[config.mk]
export PLATFORM = sky130hd
export DESIGN_NAME = mem_access_unit
export DESIGN_NICKNAME = d
export VERILOG_FILES = /design/src/rtl/mem_access_unit.sv
export SDC_FILE = /design/constraint.sdc
export NUM_CORES = 1
export LEC_CHECK = 0
export CORE_ASPECT_RATIO = 1.1
export CORE_MARGIN = 1.5
export CORE_UTILIZATION = 46
export DETAILED_ROUTE_END_ITERATION = 7
export PLACE_DENSITY = 0.86
export SLEW_MARGIN = 25
export SYNTH_ARGS = -nofsm -noshare
export SYNTH_HDL_FRONTEND = slang
export SYNTH_SLANG_ARGS = --single-unit
[constraint.sdc]
create_clock -name clk -period 3.64 [get_ports clk]
set_input_delay 0.364 -clock clk [delete_from_list [all_inputs] [get_ports clk]]
set_output_delay 0.364 -clock clk [all_outputs]
set_load 0.01 [all_outputs]
[src/rtl/mem_access_unit.sv]
// Memory-stage load/store unit: single-outstanding req/ready data bus, byte-lane
// alignment, load extension and M-stage stall. Optional bus timeout via MEM_TIMEOUT_EN.
//
// state | meaning
// ------+---------------------------------------------------------------
// IDLE  | no access in flight; decode M-stage op, launch or flag fault
// REQ   | dmem_req held with stable address/enables until dmem_ready
// DONE  | one-cycle completion; pipeline advances, exc/err pulses here
module mem_access_unit #(
    parameter int unsigned TIMEOUT = 255,
    parameter int unsigned CNT_W   = 16
) (
    input  logic        clk,
    input  logic        reset,
    input  logic [31:0] ALU_outM,
    input  logic [31:0] WriteDataM,
    input  logic [1:0]  ResultSrcM,
    input  logic        MemWriteM,
    input  logic [2:0]  funct3M,
    output logic        dmem_req,
    output logic        dmem_we,
    output logic [31:0] dmem_addr,
    output logic [3:0]  dmem_be,
    output logic [31:0] dmem_wdata,
    input  logic        dmem_ready,
    input  logic [31:0] dmem_rdata,
    output logic [31:0] ReadDataM,
    output logic        stallM,
    output logic        mem_exc,
    output logic        bus_err
);

    typedef enum logic [1:0] {
        IDLE = 2'd0,
        REQ  = 2'd1,
        DONE = 2'd2
    } state_t;

    state_t      state_q;
    logic        dmem_req_q;
    logic        dmem_we_q;
    logic [31:0] dmem_addr_q;
    logic [3:0]  dmem_be_q;
    logic [31:0] dmem_wdata_q;
    logic [31:0] rdata_q;
    logic        mem_exc_q;
    logic [2:0]  f3_q;
    logic [1:0]  off_q;

    logic        op;
    logic        fault;
    logic [3:0]  be_d;
    logic [31:0] wdata_d;
    logic [7:0]  byte_sel;
    logic [15:0] half_sel;
    logic [31:0] load_d;

    always_comb begin
        op = MemWriteM | (ResultSrcM == 2'b01);

        case (funct3M)
            3'b000, 3'b100: fault = 1'b0;
            3'b001, 3'b101: fault = ALU_outM[0];
            3'b010:         fault = (ALU_outM[1:0] != 2'b00);
            default:        fault = 1'b1;
        endcase
        // Unsigned variants have no meaning for stores.
        if (MemWriteM && funct3M[2])
            fault = 1'b1;

        case (funct3M[1:0])
            2'b00:   be_d = 4'b0001 << ALU_outM[1:0];
            2'b01:   be_d = ALU_outM[1] ? 4'b1100 : 4'b0011;
            default: be_d = 4'b1111;
        endcase

        case (funct3M[1:0])
            2'b00:   wdata_d = {4{WriteDataM[7:0]}};
            2'b01:   wdata_d = {2{WriteDataM[15:0]}};
            default: wdata_d = WriteDataM;
        endcase

        case (off_q)
            2'b00:   byte_sel = dmem_rdata[7:0];
            2'b01:   byte_sel = dmem_rdata[15:8];
            2'b10:   byte_sel = dmem_rdata[23:16];
            default: byte_sel = dmem_rdata[31:24];
        endcase
        half_sel = off_q[1] ? dmem_rdata[31:16] : dmem_rdata[15:0];

        case (f3_q)
            3'b000:  load_d = {{24{byte_sel[7]}}, byte_sel};
            3'b100:  load_d = {24'd0, byte_sel};
            3'b001:  load_d = {{16{half_sel[15]}}, half_sel};
            3'b101:  load_d = {16'd0, half_sel};
            default: load_d = dmem_rdata;
        endcase
    end

`ifdef MEM_TIMEOUT_EN
    localparam logic [CNT_W-1:0] TO_LAST = CNT_W'(TIMEOUT - 1);
    logic [CNT_W-1:0] cnt_q;
    logic             bus_err_q;
`endif

    always_ff @(posedge clk or negedge reset) begin
        if (!reset) begin
            state_q      <= IDLE;
            dmem_req_q   <= 1'b0;
            dmem_we_q    <= 1'b0;
            dmem_addr_q  <= 32'd0;
            dmem_be_q    <= 4'd0;
            dmem_wdata_q <= 32'd0;
            rdata_q      <= 32'd0;
            mem_exc_q    <= 1'b0;
            f3_q         <= 3'd0;
            off_q        <= 2'd0;
`ifdef MEM_TIMEOUT_EN
            cnt_q        <= '0;
            bus_err_q    <= 1'b0;
`endif
        end else begin
            case (state_q)
                IDLE: begin
                    if (op && fault) begin
                        state_q   <= DONE;
                        mem_exc_q <= 1'b1;
                        rdata_q   <= 32'd0;
                    end else if (op) begin
                        state_q      <= REQ;
                        dmem_req_q   <= 1'b1;
                        dmem_we_q    <= MemWriteM;
                        dmem_addr_q  <= {ALU_outM[31:2], 2'b00};
                        dmem_be_q    <= be_d;
                        dmem_wdata_q <= wdata_d;
                        f3_q         <= funct3M;
                        off_q        <= ALU_outM[1:0];
`ifdef MEM_TIMEOUT_EN
                        cnt_q        <= '0;
`endif
                    end
                end
                REQ: begin
                    if (dmem_ready) begin
                        state_q    <= DONE;
                        dmem_req_q <= 1'b0;
                        if (!dmem_we_q)
                            rdata_q <= load_d;
                    end
`ifdef MEM_TIMEOUT_EN
                    else if (cnt_q == TO_LAST) begin
                        state_q    <= DONE;
                        dmem_req_q <= 1'b0;
                        bus_err_q  <= 1'b1;
                        rdata_q    <= 32'd0;
                    end else begin
                        cnt_q <= cnt_q + 1'b1;
                    end
`endif
                end
                DONE: begin
                    state_q   <= IDLE;
                    mem_exc_q <= 1'b0;
`ifdef MEM_TIMEOUT_EN
                    bus_err_q <= 1'b0;
`endif
                end
                default: state_q <= IDLE;
            endcase
        end
    end

    // Stall holds the instruction in M until DONE, so it cannot re-trigger.
    assign stallM     = ((state_q == IDLE) && op) || (state_q == REQ);
    assign dmem_req   = dmem_req_q;
    assign dmem_we    = dmem_we_q;
    assign dmem_addr  = dmem_addr_q;
    assign dmem_be    = dmem_be_q;
    assign dmem_wdata = dmem_wdata_q;
    assign ReadDataM  = rdata_q;
    assign mem_exc    = mem_exc_q;
`ifdef MEM_TIMEOUT_EN
    assign bus_err    = bus_err_q;
`else
    assign bus_err    = 1'b0;
`endif

endmodule

==> results.yml, run 1 <==
yosys:
  yosys-top-cells-area: "dfrtp_1, mux2_2, mux2i_1, o21ai_0, nand2_1"
  postSynthCellCount: 412
  synthXorXnorAreaFrac_pct: 0
  synthTopCellsByCount: "dfrtp_1, mux2_2, o21ai_0"
  synth_top_area_share_pct: 55.3
  yosysSeqAreaShare_pct: 55.3
  synth_compound_area_share_pct: 16.1
  synth_cell_types: 40
  ys.flop_type: "dfrtp_1"
  yosys-mux-area-fraction_pct: 17.8
  synth_top_family_by_area: "multiplexers"
  synthAdderAreaFrac_pct: 0
  syn-cell-area_sq_um: 4890
  synth-simple-area-share_pct: 6.94
  ys_seq_elements: 108
  synth_area_per_cell_sq_um: 11.9
  yosysTopAreaCell: "dfrtp_1"
  async_flop_share_pct: 100
  synth-edff-count: 0
  yosysWarnings: 0
  synth_most_common_cell: "dfrtp_1"
finish:
  antenna_cells: 0
  nFillCells: 774
  instances_no_fill: 756
  area_growth_pct: 49.8
  finalNetCount: 713
  drive_gt1_share_pct: 14.2
clock_network:
  cts_root_buf: "clkbuf_16"
  cts_resized: 0
  clockBufferDepth: 2
  cts_buffers: 9
  cts.sinks: 108
  path_clk_slew_ps: 70
  clk_latency_ps: 340
  tritoncts: "yes"
  cts_hold_buf: 0
  cts-htree-levels: 3
  cts_setup_buffers: 0
grt:
  overflow: 0
  grt_pass1_vias: 4222
  antenna_found_initial: 0
  grt_start_max_net_pins: 65
  grt_pass1_wl_um: 21200
  track_usage_pct: 24.4
routing:
  wire_per_inst_um: 17.9
  route.detailed.drc: 0
  vias: 4065
  drtAntennaViolNets: 0
  routed_via_density: 5.38
  route.met3.wl_um: 1130
  wl_met2_um: 6850
  wl_um: 13600
  dr.pass1.iters: 4
  top_layer: "met4"
  met1Wirelength_um: 5270
  drt-initial-drc-count: 144
sta:
  fmax_ghz: 0.392
  final.setup.tns_ps: 0
  min_period_ps: 2550
  holdWs_ps: 105
  fin_skew_ps: 6.10
  worst_pin_slew_ps: 1020
  hold_violations: 0
  setup-violations-final: 0
  relSlewSlack_pct: 31.8
  maxSlewViolCount: 0
  finalCritPeriodShare_pct: 70.1
  grt_setup_unrepaired: "false"
placed_design:
  portBuffers: 206
  dpl.cell_count: 740
  gp_congestion: 0.900
  hpwl_um: 10200
power:
  clockPowerShare_pct: 17.5
  p_sw_mw: 1.66
  powerDensity_nw_per_um2: 698
  p_int_mw: 3.45
  swShare_pct: 32.4
  p_comb_share_pct: 43.2
  p_leak_nw: 3.10
  ir_worst_vdd_v: 0.000405
  power.total_mw: 5.11
  seq_power_share_pct: 39.3
worst_setup_path:
  path_buf_inv: 2
  path_cells: "clkdlybuf4s50_1, a221oi_1, or2_0, o41a_1, buf_4, o2bb2ai_1"
  ff2ff_path_depth: 4
  ff2ff_setup_slack_ps: 1160
  path_max_fanout: 23
  crit_slowest_cell: "o41a_1"
  cp-end-kind: "flop"
  r2r_start: "f3_q[1]$_DFFE_PN0P_"
  required_ps: 3890
  worst_path_largest_cell_delay_ps: 770
  critPathKind: "primary input to flop"
  arrival_ps: 2800
  r2r_end: "ReadDataM[29]$_DFFE_PN0P_"
  crit_family: "compound AO/OA/AOI/OAI gates"
  crit_path_start_kind: "primary input"
floorplanning:
  die_w_um: 101
  num_rows: 39
  start_util_pct: 47.2
  core-area_sq_um: 10300
  die-height_um: 111
  dieArea_sq_um: 11300
  pin_count: 210
flow_run:
  maxCapViolations: 0
min_path:
  hold_path_class: "primary input to async pin"
status:
  status: "finished, final reports clean"
-- area by class of cell --
class	instances	area [sq um]	area share, %
Sequential cell	108	2700	36.9
Inverter	8	30.0	0.410
Clock inverter	2	10.0	0.137
Multi-Input combinational cell	267	2030	27.7
Timing Repair Buffer	214	2120	29.0
Tap cell	143	179	2.44
Clock buffer	14	254	3.47
-- power groups by stage --
stage	logic (mW)	clock network, mW	registers [mW]
detailed placement	2.21	0	2.02
finish	2.21	0.895	2.01
global route	2.35	0.956	2.07
CTS	2.23	0.916	2.01
global placement	2.17	0	1.99
floorplan	0.838	0	2.13
-- cells in the final DEF (no fill, tap or decap), drive strengths merged --
master         netlist  final
dfrtp              108    108
and2b                1      1
buf                 15      9
mux2                49     49
nand3b               1      1
o21a                 4      4
conb                 1      3
nand2b               4      4
nor2b                2      2
a22oi                1      1
a221o               16     16
or2                  4      4
o2bb2ai             12     12
o41a                 1      1
mux2i               32     32
clkinv               0      2
o21ai               40     40
or2b                 1      1
a21boi               1      1
clkbuf              16     14
or4                  1      1
nand2               36     36
a21oi               21     21
o31ai                1      1
o21ba                1      1
a2bb2oi              1      1
nor4                 1      1
a221oi               1      1
clkdlybuf4s50        0    205
inv                  8      8
a2111oi              1      1
nor2                16     16
or3                  6      6
a32o                 4      4
o221ai               5      5
-- worst reg2reg max path, delay by kind of cell, from the launching register on --
kind / cells / cell delay (ps)
AO/OA/AOI/OAI: 2 / 1060
AND/OR/NAND/NOR: 2 / 730
flip-flops: 1 / 620
-- worst max-delay path by stage --
stage	startpoint	endpoint	slack, ps	cells past startpoint
after floorplan	f3_q[1]$_DFFE_PN0P_	ReadDataM[28]$_DFFE_PN0P_	1770	6
after global placement	MemWriteM	ReadDataM[8]$_DFFE_PN0P_	900	6
after detailed placement	MemWriteM	ReadDataM[6]$_DFFE_PN0P_	750	6
after CTS	MemWriteM	ReadDataM[6]$_DFFE_PN0P_	1110	6
after global routing	MemWriteM	ReadDataM[6]$_DFFE_PN0P_	930	6
final	MemWriteM	ReadDataM[6]$_DFFE_PN0P_	1090	6
-- kinds of logic (layout without fill, tap and decap cells) --
family / Yosys count / count (layout)
AND/OR/NAND/NOR: 73 / 73
buffers and inverters: 39 / 238
AO/OA/AOI/OAI: 110 / 110
other: 1 / 3
multiplexers: 81 / 81
flip-flops: 108 / 108
-- through the flow --
stage          utilization (%)  setup slack (ps)  cell area [sq um]
6_report                  70.8              1090               7320
5_1_grt                   70.8               932               7320
4_1_cts                   70.8              1110               7320
3_5_place_dp              68.2               752               7060
3_3_place_gp              68.2               896               7060
2_1_floorplan                -              1770               4890
-- metal layers --
metal / vias to the layer above / GRT usage (%)
met5: - / 0
met4: 0 / 9.17
met3: 26 / 7.94
met2: 177 / 41.1
met1: 1970 / 28.7
li1: 1892 / -
-- flip-flops by register name, summed over array words and instances (netlist names) --
name and cells:
dmem_we 1, dmem_req 1, f3_q 3, dmem_be 4, mem_exc 1, state_q 2, dmem_addr 30, ReadDataM 32
dmem_wdata 32, off_q 2
Power figures use the tool's default switching activity.
==> inputs of run 2 (changes only) <==
- CORE_UTILIZATION: 46 -> 43
- PLACE_DENSITY: 0.86 -> 0.81
- clock period: 3.64 -> 2.4 ns (I/O delays scaled with it)
==> results.yml, run 2 (synthesis gave the netlist of run 1 again) <==
worst_setup_path:
  ff2ff_setup_slack_ps: 460
  required_ps: 2160
  cp-end-kind: "output port"
  path_max_fanout: 3
  critPathKind: "primary input to output port"
  crit_path_start_kind: "primary input"
  arrival_ps: 1760
routing:
  drt-initial-drc-count: 165
  dr.pass1.iters: 4
  route.detailed.drc: 0
  drtAntennaViolNets: 0
  wire_per_inst_um: 17.5
  routed_via_density: 5.28
  vias: 4065
  wl_um: 13500
placed_design:
  portBuffers: 206
  gp_congestion: 0.820
  hpwl_um: 10200
finish:
  antenna_cells: 0
  finalNetCount: 724
  area_growth_pct: 52.8
  nFillCells: 880
  final_cell_mix: "clkdlybuf4s50_1, dfrtp_1, mux2_2"
  seqCellArea_sq_um: 2700
  final_common_cell: "clkdlybuf4s50_1"
  multi_input_area_sq_um: 2030
  drive_gt1_share_pct: 15.7
sta:
  final.setup.tns_ps: 0
  setup-violations-final: 0
  worst_pin_slew_ps: 853
  fmax_ghz: 0.501
  grt_setup_unrepaired: "false"
  holdWs_ps: 365
  hold_violations: 0
  min_period_ps: 2000
  maxSlewViolCount: 0
  relSlewSlack_pct: 42.9
  finalCritPeriodShare_pct: 83.2
  fin_skew_ps: 4.71
min_path:
  hold_path_class: "primary input to async pin"
clock_network:
  clockBufferDepth: 2
  cts-htree-levels: 3
  cts.sinks: 108
  path_clk_slew_ps: 70
  cts_root_buf: "clkbuf_16"
  cts_buffers: 9
  cts_resized: 0
  clk_latency_ps: 340
  tritoncts: "yes"
  cts_setup_buffers: 0
floorplanning:
  num_rows: 40
  start_util_pct: 44.4
  die-height_um: 115
  core-area_sq_um: 11000
  dieArea_sq_um: 12000
  die_w_um: 105
  pin_count: 210
power:
  ir_worst_vdd_v: 0.000606
  power.total_mw: 7.85
  powerDensity_nw_per_um2: 1050
  p_leak_nw: 3.18
grt:
  grt_start_max_net_pins: 61
  grt_pass1_wl_um: 21400
  antenna_found_initial: 0
  overflow: 0
  track_usage_pct: 22.7
  grt_pass1_vias: 4145
flow_run:
  maxCapViolations: 0
status:
  status: "finished, final reports clean"
==> run 2: cell count changes in the layout (fill, tap and decap cells not counted), sizes merged <==
cell / previous run / this run
clkbuf: 14 / 13
dlygate4sd3: 0 / 1
buf: 9 / 19
==> run 2: report_power, final <==
part	switching, mW	leakage (nW)	internal (mW)
registers	0.461	1.36	2.53
clock network	0.621	0.135	0.753
logic	1.44	1.69	2.05
==> run 2: what timing repair did <==
| item | 4_1_cts | 5_1_grt |
|---|---|---|
| hold buffers | 1 | 0 |
| hold endpoints to repair | 25 | 0 |
| setup endpoints to repair | 0 | 0 |
==> run 2: layout make-up <==
class	instances	area share, %
multi-input cells	267	27.1
clock inverters	2	0.134
clock buffers	13	3.49
inverters	8	0.402
flip-flops and latches	108	36.2
repair buffers	225	30.2
well taps	147	2.46
==> run 2: routing by layer <==
metal / track usage [%] / part of all wire, % / vias up
li1: - / - / 1908
met5: 0 / 0 / -
met4: 10.1 / 2.5 / 0
met1: 27.9 / 41 / 1962
met2: 38.6 / 50 / 173
met3: 5.27 / 6.7 / 22
==> run 2: through the flow <==
stage / cells / worst slack [ps] / instance area, sq um / utilization, %
finish: 770 / 403 / 7470 / 67.8
floorplan: 414 / 529 / 4890 / -
detailed placement: 754 / 74.0 / 7190 / 65.3
CTS: 770 / 376 / 7470 / 67.8
global placement: 754 / 107 / 7190 / 65.3
global route: 770 / 303 / 7470 / 67.8
==> run 2: critical path: stages <==
cell	delay, ps
clkdlybuf4s50_1	450
nor2b_1	220
nor2_1	100
a21oi_1	160
clkdlybuf4s50_1	580
==> run 2: path summary, 6_finish.rpt <==
kind                                       startpoint                          to  cells past startpoint
setup / recovery                        ResultSrcM[0]                      stallM                      5
setup reg to reg               state_q[1]$_DFFE_PN0P_   ReadDataM[30]$_DFFE_PN0P_                      5
max in group asynchronous                       reset         dmem_we$_DFFE_PN0P_                      3
hold / removal                                  reset   dmem_addr[18]$_DFFE_PN0P_                      2
hold reg to reg            dmem_wdata[31]$_DFFE_PN0P_  dmem_wdata[31]$_DFFE_PN0P_                      2
min in group clk           dmem_wdata[31]$_DFFE_PN0P_  dmem_wdata[31]$_DFFE_PN0P_                      2
==> inputs of run 3 (changes only) <==
- clock period: 2.4 -> 2 ns (I/O delays scaled with it)
==> results.yml, run 3 (synthesis gave the netlist of run 1 again) <==
grt:
  grt_pass1_wl_um: 21700
  antenna_found_initial: 0
  grt_pass1_vias: 4177
  overflow: 0
  track_usage_pct: 22.8
  grt_start_max_net_pins: 55
placed_design:
  dpl.cell_count: 767
  gp_congestion: 0.837
  hpwl_um: 10200
  portBuffers: 206
sta:
  hold_violations: 0
  grt_setup_unrepaired: "false"
  holdWs_ps: 381
  fin_skew_ps: 5.34
  worst_pin_slew_ps: 892
  min_period_ps: 1860
  setup-violations-final: 0
  fmax_ghz: 0.539
  finalCritPeriodShare_pct: 92.8
  maxSlewViolCount: 0
  relSlewSlack_pct: 40.3
  final.setup.tns_ps: 0
floorplanning:
  core-area_sq_um: 11000
  dieArea_sq_um: 12000
  die_w_um: 105
  die-height_um: 115
  num_rows: 40
  pin_count: 210
  start_util_pct: 44.4
routing:
  routed_via_density: 5.21
  route.detailed.drc: 0
  wl_um: 13400
  dr.pass1.iters: 4
  drt-initial-drc-count: 173
  vias: 4085
  wire_per_inst_um: 17.1
  drtAntennaViolNets: 0
worst_setup_path:
  path_max_fanout: 22
  cp-end-kind: "flop"
  crit_path_start_kind: "primary input"
  arrival_ps: 2080
  required_ps: 2220
  critPathKind: "primary input to flop"
clock_network:
  clk_latency_ps: 340
  cts_root_buf: "clkbuf_16"
  cts-htree-levels: 3
  tritoncts: "yes"
  cts.sinks: 108
  cts_buffers: 9
  path_clk_slew_ps: 70
  cts_setup_buffers: 0
  clockBufferDepth: 2
finish:
  final_common_cell: "clkdlybuf4s50_1"
  final_cell_mix: "clkdlybuf4s50_1, dfrtp_1, mux2_2"
  finalNetCount: 737
  area_growth_pct: 56.1
  multi_input_area_sq_um: 2030
  seqCellArea_sq_um: 2700
  drive_gt1_share_pct: 17.9
  antenna_cells: 0
  instances_no_fill: 784
  nFillCells: 840
  final_util_pct: 69.3
power:
  p_leak_nw: 3.28
  power.total_mw: 9.71
  powerDensity_nw_per_um2: 1270
  ir_worst_vdd_v: 0.000634
flow_run:
  maxCapViolations: 0
min_path:
  hold_path_class: "primary input to async pin"
status:
  status: "finished, final reports clean"
## run 3: worst max-delay path, cell delays in order
cell	delay, ps
clkdlybuf4s50_1	580
a221oi_1	130
or2_0	250
o41a_1	360
buf_12	170
a221o_2	380
## run 3: path summary, 6_finish.rpt
path                                                  from                          to  slack [ps]  depth (start not counted)
worst max register to register      state_q[1]$_DFFE_PN0P_   ReadDataM[29]$_DFFE_PN0P_         240                          5
worst max-delay path                            funct3M[0]   ReadDataM[29]$_DFFE_PN0P_         140                          6
worst min-delay path                                 reset   dmem_addr[24]$_DFFE_PN0P_         380                          2
worst min register to register  dmem_wdata[31]$_DFFE_PN0P_  dmem_wdata[31]$_DFFE_PN0P_         480                          2
min in group clk                                dmem_ready      state_q[0]$_DFFE_PN0P_         450                          2
max in group asynchronous                            reset   ReadDataM[23]$_DFFE_PN0P_         930                          3
## run 3: layer usage
metal	routed length, um	vias up	track usage [%]
met1	5560	1976	28.5
met4	262	0	8.22
met2	6650	159	38.9
li1	-	1930	-
met5	0	-	0
met3	949	20	5.39
## run 3: metrics by stage
step / worst slack (ps) / area, sq um
after floorplan: 129 / 4890
after global placement: -161 / 7300
after detailed placement: -199 / 7300
after CTS: 23.0 / 7630
after global routing: 40.3 / 7630
final: 144 / 7630
## run 3: where the power goes
group	internal, mW	total [mW]	switching (mW)
Sequential	3.03	3.56	0.524
Combinational	2.50	4.26	1.76
Clock	1.13	1.89	0.766
Total	6.66	9.71	3.05
## run 3: timing repair
action,in CTS,in global routing
hold buffers,1,0
hold endpoints to repair,35,0
cloned,0,0
endpoints found under the setup margin,1,1
resized for setup,1,1
## run 3: layout make-up
class | instances | area share (%)
clock buffer | 11 | 3.18
clock inverter | 5 | 0.984
inverter | 8 | 0.394
multi-input combinational | 267 | 26.6
sequential | 108 | 35.4
tap | 147 | 2.41
timing repair buffer | 238 | 31.0
